--- src/rtl/seq_mult_pkg.sv ---
// Shared types and helpers for the iterative shift-add multiplier.
// Build option: define SEQ_MULT_SIGNED_EN for two's-complement operands.
package seq_mult_pkg;

    typedef enum logic [1:0] {
        IDLE = 2'd0,
        BUSY = 2'd1,
        DONE = 2'd2
    } state_t;

    // Product width for a given operand width.
    function automatic int prod_w(input int n);
        return 2 * n;
    endfunction

endpackage

--- src/rtl/seq_multiplier_shift_add_step.sv ---
// One partial-product step: conditionally add the shifted multiplicand.
// Build option: none (shared by SEQ_MULT_SIGNED_EN and unsigned builds).
module shift_add_step
    import seq_mult_pkg::*;
#(
    parameter int N_BITS = 4,
    parameter int CNT_W  = $clog2(N_BITS + 1)
) (
    input  logic [prod_w(N_BITS)-1:0] acc,
    input  logic [N_BITS-1:0]         mcand,
    input  logic                      mbit,
    input  logic [CNT_W-1:0]          shamt,
    output logic [prod_w(N_BITS)-1:0] acc_next
);

    localparam int P = prod_w(N_BITS);

    logic [P-1:0] addend;

    // Add the multiplicand at weight 2^shamt when the multiplier bit is set.
    always_comb begin
        addend   = P'(mcand) << shamt;
        acc_next = mbit ? acc + addend : acc;
    end

endmodule

--- src/rtl/seq_multiplier.sv ---
// Iterative shift-add multiplier, one partial product per clock.
// Build option: SEQ_MULT_SIGNED_EN adds signed_i (two's-complement mode).
module seq_multiplier
    import seq_mult_pkg::*;
#(
    parameter int N_BITS = 4,
    parameter int CNT_W  = $clog2(N_BITS + 1)
) (
    input  logic                      clk,
    input  logic                      reset,
    input  logic                      start,
    input  logic [N_BITS-1:0]         x,
    input  logic [N_BITS-1:0]         y,
`ifdef SEQ_MULT_SIGNED_EN
    input  logic                      signed_i,
`endif
    output logic                      ready,
    output logic                      done,
    output logic [prod_w(N_BITS)-1:0] s
);

    localparam int P = prod_w(N_BITS);
    localparam logic [CNT_W-1:0] LAST = CNT_W'(N_BITS - 1);

    state_t            state, state_nxt;
    logic [CNT_W-1:0]  cnt;
    logic [N_BITS-1:0] xr, yr;
    logic [N_BITS-1:0] x_mag, y_mag;
    logic [P-1:0]      acc, acc_nxt, s_r, final_p;
    logic              accept, last;
    logic              neg_r, neg_in;

    assign s = s_r;

    // Operand magnitudes and result sign captured on an accepted start.
`ifdef SEQ_MULT_SIGNED_EN
    always_comb begin
        x_mag  = (signed_i && x[N_BITS-1]) ? -x : x;
        y_mag  = (signed_i && y[N_BITS-1]) ? -y : y;
        neg_in = signed_i && (x[N_BITS-1] ^ y[N_BITS-1]);
    end
`else
    always_comb begin
        x_mag  = x;
        y_mag  = y;
        neg_in = 1'b0;
    end
`endif

    shift_add_step #(
        .N_BITS (N_BITS),
        .CNT_W  (CNT_W)
    ) u_step (
        .acc      (acc),
        .mcand    (xr),
        .mbit     (yr[0]),
        .shamt    (cnt),
        .acc_next (acc_nxt)
    );

    // Final product, negated when exactly one signed operand was negative.
`ifdef SEQ_MULT_SIGNED_EN
    always_comb final_p = neg_r ? -acc_nxt : acc_nxt;
`else
    always_comb final_p = acc_nxt;
`endif

    // State register.
    always_ff @(posedge clk or negedge reset) begin
        if (!reset) state <= IDLE;
        else        state <= state_nxt;
    end

    // Next-state and handshake outputs.
    always_comb begin
        state_nxt = state;
        ready     = 1'b0;
        done      = 1'b0;
        accept    = 1'b0;
        last      = (cnt == LAST);
        unique case (state)
            IDLE: begin
                ready  = 1'b1;
                accept = start;
                if (start) state_nxt = BUSY;
            end
            BUSY: if (last) state_nxt = DONE;
            DONE: begin
                done      = 1'b1;
                state_nxt = IDLE;
            end
            default: state_nxt = IDLE;
        endcase
    end

    // Datapath: operand latch, accumulate/shift, product capture on DONE entry.
    always_ff @(posedge clk or negedge reset) begin
        if (!reset) begin
            cnt   <= '0;
            xr    <= '0;
            yr    <= '0;
            acc   <= '0;
            s_r   <= '0;
            neg_r <= 1'b0;
        end else if (accept) begin
            cnt   <= '0;
            xr    <= x_mag;
            yr    <= y_mag;
            acc   <= '0;
            neg_r <= neg_in;
        end else if (state == BUSY) begin
            cnt <= cnt + 1'b1;
            yr  <= yr >> 1;
            acc <= acc_nxt;
            if (last) s_r <= final_p;
        end
    end

endmodule

--- config.mk ---
export PLATFORM = sky130hd
export DESIGN_NAME = seq_multiplier
export DESIGN_NICKNAME = d
export VERILOG_FILES = /design/src/rtl/seq_mult_pkg.sv /design/src/rtl/seq_multiplier_shift_add_step.sv /design/src/rtl/seq_multiplier.sv
export SDC_FILE = /design/constraint.sdc
export NUM_CORES = 1
export LEC_CHECK = 0
export BUFFER_PORTS_ARGS = -buffer_cell sky130_fd_sc_hd__buf_4
export CAP_MARGIN = 5
export CORE_AREA = 8 8 64 66
export DETAILED_ROUTE_END_ITERATION = 6
export DIE_AREA = 0 0 72 74
export MAX_ROUTING_LAYER = met4
export PLACE_DENSITY_LB_ADDON = 0.15
export SLEW_MARGIN = 20
export SYNTH_ARGS = -nofsm -noshare
export SYNTH_HDL_FRONTEND = slang
export SYNTH_SLANG_ARGS = --single-unit
--- constraint.sdc ---
create_clock -name clk -period 3 [get_ports clk]
set_input_delay 0.15 -clock clk [delete_from_list [all_inputs] [get_ports clk]]
set_output_delay 0.15 -clock clk [all_outputs]
set_load 0.02 [all_outputs]
* Yosys cells after proc, flatten, opt, wreduce, memory -nomap -nowiden *
Cells that the tools add are included.

word-level totals
  register bits after elaboration = 29
  latch bits = 0
  bits in writable memories = 0
  ROM bits = 0
  input port bits = 11
  word-level logic and storage cells = 32
  memories kept = 0

operators by class
  add/sub/neg operators = 2
  multipliers = 0
  divide/modulo/power cells = 0
  $lt $le $gt $ge = 0
  equality and inequality tests = 5
  shift-type cells = 1
  muxes and demuxes = 13
  bitwise gates (word level) = 1
  reductions and logical operators = 4

operator list
  kind                                                  number
  2-to-1 mux 8 bit                                      3
  adder 8 bit                                           1
  2-to-1 mux 4 bit                                      2
  left shift 4 x 3 -> 8 bit                             1
  2-to-1 mux 3 bit                                      2
  2-to-1 mux 2 bit                                      2
  inequality test 2 bit (second input constant)         2
  one-hot mux 2 bit (2 select lines)                    1
  adder 3 x 1 -> 3 bit (second input constant)          1
  equality test 3 x 2 -> 1 bit (second input constant)  1
  2-to-1 mux 1 bit                                      3
  AND reduction 3 bit                                   1
  equality test 2 x 1 -> 1 bit (second input constant)  1
  equality test 2 bit (second input constant)           1
  logical NOT 2 bit                                     1
  AND reduction 2 bit                                   1
  nonzero test 2 bit                                    1
  inverter 1 bit                                        1

* Longest topological paths before layout *
  word-level depth = 5
  gate-level depth with buffers = 12

* By module *
Synthesis repeated with hierarchy kept, for this count alone.

unflattened totals
  cell total of the unflattened synthesis = 155
  area, all modules = 1799.2 µm²

modules (own cells, without submodules)
  module          instances  cells each  area an instance (µm²)  sequential area each (µm²)
  seq_multiplier  1          84          1236.2                  725.7
  shift_add_step  1          71          563.0                   0.0

* Worst setup path before layout *
No wires, ideal clock.

  path type = reg-to-reg
  from = register cnt[1]
  to = register acc[7]
  library setup time = 0.121 ns
  arrival time = 2.526 ns
  data required time = 2.879 ns
  setup slack = 0.353 ns
  cell stages (with the launch flop) = 11
  buffers on the path = 1
  period minus slack after synthesis = 2.647 ns
  cell sequence = dfrtp_1 -> buf_6 -> mux4_2 -> and2_2 -> ha_1 -> a21o_1 -> a31o_2 -> or3_1 -> a21boi_2 -> o21bai_1 -> a22o_1

between the ends
  word-level cells in the longest chain between the ends = 5

RTL lines
  element                    RTL line                             text
  start: declaration         seq_multiplier.sv:26                 logic [CNT_W-1:0] cnt;
  start signal: assignment   seq_multiplier.sv:112                cnt <= cnt + 1'b1;
  left shift 4 x 3 -> 8 bit  seq_multiplier_shift_add_step.sv:22  addend = P'(mcand) << shamt;
  adder 8 bit                seq_multiplier_shift_add_step.sv:23  acc_next = mbit ? acc + addend : acc;
  2-to-1 mux 8 bit           seq_multiplier_shift_add_step.sv:23
  2-to-1 mux 8 bit           seq_multiplier.sv:111                end else if (state == BUSY) begin
  2-to-1 mux 8 bit           seq_multiplier.sv:105                end else if (accept) begin
  end signal: assignment     seq_multiplier.sv:114                acc <= acc_nxt;
  end: declaration           seq_multiplier.sv:29                 logic [P-1:0] acc, acc_nxt, s_r, final_p;

No other way between the ends. The select of a mux whose other input is x is not followed.
A chain may end at the register's enable or synchronous reset.

* Worst setup path in the final report *
  from = register cnt[0]
  to = register acc[7]

The elaborated chain is that of the path after synthesis.

==> reports/results.env <==
ANTENNA_LEFT=0
HTREE_LEVELS=2
GRT_PASS1_WL_UM=6458
LAYOUT.CELLS.MOST_COMMON='sky130_fd_sc_hd__nand2_1'
WORSTHOLDPATHTYPE='input pin to register'
SYNTH.NET_COUNT=203
CP_DATA_REQUIRED_TIME_NS=3.24
TIMING_WORST_SETUP_PATH_TYPE='register to register'
TRITONCTS='built'
IOS=21
FIRST_PASS_DRT_ITERATIONS=4
PATH_CELLS='mux2i_1 > and2b_2 > a211oi_1 > ha_1 > a21oi_1 > a21oi_4 > or3_1 > a21boi_2 > o21bai_1 > a22o_1'
WORSTREG2REGEND='acc[7]'
OUTCOME='finished clean'
MAXUSEDROUTINGLAYER='met4'
POWER.STATIC_LEAKAGE_nW=0.9727
TOTAL_DIE_AREA_UM2=5328
FINAL_CELL_AREA_UM2=2018
ROUTE.LAYER.MET1.WL_UM=1619
CRITICAL-PATH-TOP-DELAY-FAMILY='compound AO/OA/AOI/OAI gates'
SYNTH_SEQ_CELLS=29
MET2WIRELENGTH_UM=1864
YOSYSUNIQUECELLTYPES=45
CRIT_PATH_END='acc[7]'
ANTENNA_CELLS=0
WORST_SLEW_PIN_SLEW_NS=0.6878
POSTCTSSETUPREPAIRBUFS=0
LAYOUT-AREA-OVERHEAD-VS-SYNTH_PCT=18.00
SLEW_VIOLATIONS=0
FIRST_GLOBAL_VIAS=1411
SETUP_VIOL=0
YOSYS_WARNINGS=0
TIMING.CRITICAL_PATH.BUF_INV=0
GLOBALROUTE.TOTALOVERFLOW=0
DESIGN.CORE.AREA_UM2=3179
START_OF_THE_WORST_REGISTER_TO_REGISTER_PATH='cnt[0]'
ROW_COUNT=21
ANTENNA_VIOLATIONS_BEFORE_REPAIR=0
FILLERS=270
CTS_BUFFERS=5
DP.FINAL_HPWL_UM=2814
AVGSYNTHCELLAREA_UM2=9.450
RSZ_0062_RAISED_AFTER_GLOBAL_ROUTING='false'
CLOCK_LATENCY_AT_THE_LATER_PIN_OF_THE_WORST_SKEW_PAIR_NS=0.34
VIAS=1369
CP.DEPTH=10
CTSROOTBUFFERMASTER='sky130_fd_sc_hd__clkbuf_4'
LEADING_CELL_TYPES_IN_THE_LAYOUT_FILL_AND_TAPS_EXCLUDED='sky130_fd_sc_hd__nand2_1, sky130_fd_sc_hd__dfrtp_1, sky130_fd_sc_hd__buf_4'
DR_WL_MET3_UM=115
WORST-R2R-SETUP-SLACK_NS=0.24
REG2REGPATHDEPTH=10
CP_LAUNCH_TYPE='register'
INITIAL_UTILIZATION=0.5380
PORTBUFFERS=20
CHIPHEIGHT_UM=74
CTS-ROOT-TO-SINK-BUFFERS=2
CLOCK_SINKS=29
FIN_CRIT_SH=0.9191
FINAL_LAYOUT_SIZE_SUFFIX_GT1_FRAC=0.1981
DRT_ITER0_MARKERS=89
YOSYSSEQAREASHARE=0.4243
CLK_PIN_SLEW_NS=0.10
CP_SLOWEST_STAGE_DELAY_NS=0.48
GRT_MAX_DEGREE=30
CRITPATHCAPTURETYPE='register'
FINAL.SETUP.TNS_NS=0
DRC=0
SLEW_HEADROOM=0.5405
HOLD_VIOL_FINAL=0
CLOCK_PERIOD_MINUS_WORST_SLACK_NS=2.757
DETAIL_ROUTE.VIAS_PER_CELL=5.411
GATE_COUNT_AFTER_TECHNOLOGY_MAPPING=181
PLACE.GP.CONGESTION=0.8556
CRIT_ARRIVAL_NS=3.00
SYN_AREA_UM2=1710
VDD_IR_DROP_MAX_mV=0.4682
PLACEDINSTANCEAREA_UM2=1874
MAXCAPVIOLATIONS=0
CHIP_WIDTH_UM=72
CRIT_SLOWEST_CELL='sky130_fd_sc_hd__dfrtp_2'
FINAL.SETUP_SKEW_NS=0.01121
CRITPATHMAXFANOUT=9
GLOBAL_ROUTE.USAGE.TOTAL=0.1589
DESIGN.FINAL.NETS=228
CLOCK.FMAX_MHz=362.7
CRIT_PATH_START='cnt[0]'
WL_UM=3663
POWER-PER-CELL-AREA_nW_PER_UM2=1108
ROUTE.DETAILED.WL_PER_INST_UM=14.48
==> cell usage after synthesis, drive strengths merged <==
library cell   n  share of area
a211oi         1         0.0044
a21boi         1         0.0066
a21o           2         0.0095
a21oi          5          0.021
a22o           4          0.020
a22oi          3          0.013
a31o           1         0.0051
a31oi          1         0.0037
and2           3          0.012
and2b          1         0.0051
and3           1         0.0037
buf            3          0.015
clkbuf         4          0.015
dfrtp         29           0.42
fa             1          0.012
ha            10          0.073
inv            5          0.011
mux2           1         0.0066
mux2i          8          0.047
mux4           1          0.013
nand2         41          0.091
nand2b         5          0.018
nand3          4          0.012
nand4          1         0.0037
nor2           5          0.011
nor2b          3          0.011
nor3           1         0.0029
nor3b          3          0.013
o21a           1         0.0044
o21ai         22          0.064
o21bai         1         0.0044
o22ai          1         0.0037
o31a           1         0.0051
or3            2         0.0081
xnor2          3          0.015
xor2           2          0.010
==> sequential cells by signal, summed over array words and instances (netlist names) <==
register / flops
cnt: 3
s: 8
yr: 4
acc: 8
xr: 4
state: 2
==> logic make-up (layout without fill, tap and decap cells) <==
family          count (synthesis)  after routing  share of synthesized area
compound gates                 44             44                     0.1661
xor+xnor                        5              5                    0.02561
fa+ha+maj                      11             11                    0.08486
flops                          29             29                     0.4243
mux                            10             10                    0.06657
simple gates                   70             70                     0.1917
buf+inv                        12             38                    0.04096
==> tightest hold or removal path, delay by kind of cell <==
| kind | cells | cell delay [ns] |
|---|---|---|
| buffers and inverters | 1 | 0.08 |
| AND/OR/NAND/NOR | 2 | 0.09 |
==> metrics by stage <==
stage | total power, W | setup slack [ns] | utilization | instances | hold slack, ns
final | 0.002237 | 0.2427 | 0.6348 | 253 | 0.01116
after global routing | 0.002422 | 0.04771 | 0.6348 | 253 | 0.001200
after CTS | 0.002244 | 0.1634 | 0.6312 | 252 | 0.0004669
after detailed placement | 0.001830 | 0.1818 | 0.5895 | 241 | 0.09344
after global placement | 0.001796 | 0.2068 | 0.5895 | 241 | 0.08837
after floorplan | 0.001546 | 0.3527 | - | 181 | -0.1456
==> metal layers <==
metal | vias to the layer above | GRT usage
met5 | - | -
met4 | 0 | 0.06576
met3 | 8 | 0.03639
met2 | 22 | 0.2682
met1 | 662 | 0.1785
li1 | 677 | -
==> repair_timing <==
action                                 CTS  global route
hold buffers                             3             1
gates resized for setup                  0             2
endpoints found under the hold margin   31             1
setup endpoints to repair                0             1
==> final cells by class <==
type,instances,area [um^2],share of cell area
clock buffer,5,37.54,0.01860
clock inverter,3,65.06,0.03224
inverter,5,18.77,0.009299
multi-input combinational,140,914.6,0.4532
sequential,29,726.9,0.3602
tap,46,57.56,0.02852
timing repair buffer,25,197.7,0.09795
==> report_power, final <==
group	leakage [nW]	switching, W	internal (W)
sequential	0.375	0.000165	0.000552
combinational	0.542	0.000629	0.000482
clock	0.0552	0.000151	0.000258
total	0.973	0.000944	0.00129
==> worst min path at each step <==
stage | startpoint | to | slack, ns | cells past startpoint
after CTS | x[2] | xr[2] | 0.0005 | 3
final | x[2] | xr[2] | 0.01 | 3
after global placement | reset | s[4] | 0.09 | 1
after floorplan | reset | acc[0] | -0.15 | 0
after detailed placement | reset | s[3] | 0.09 | 1
after global routing | x[3] | xr[3] | 0.001 | 3
Note: power is estimated with default switching activity, not from simulation.
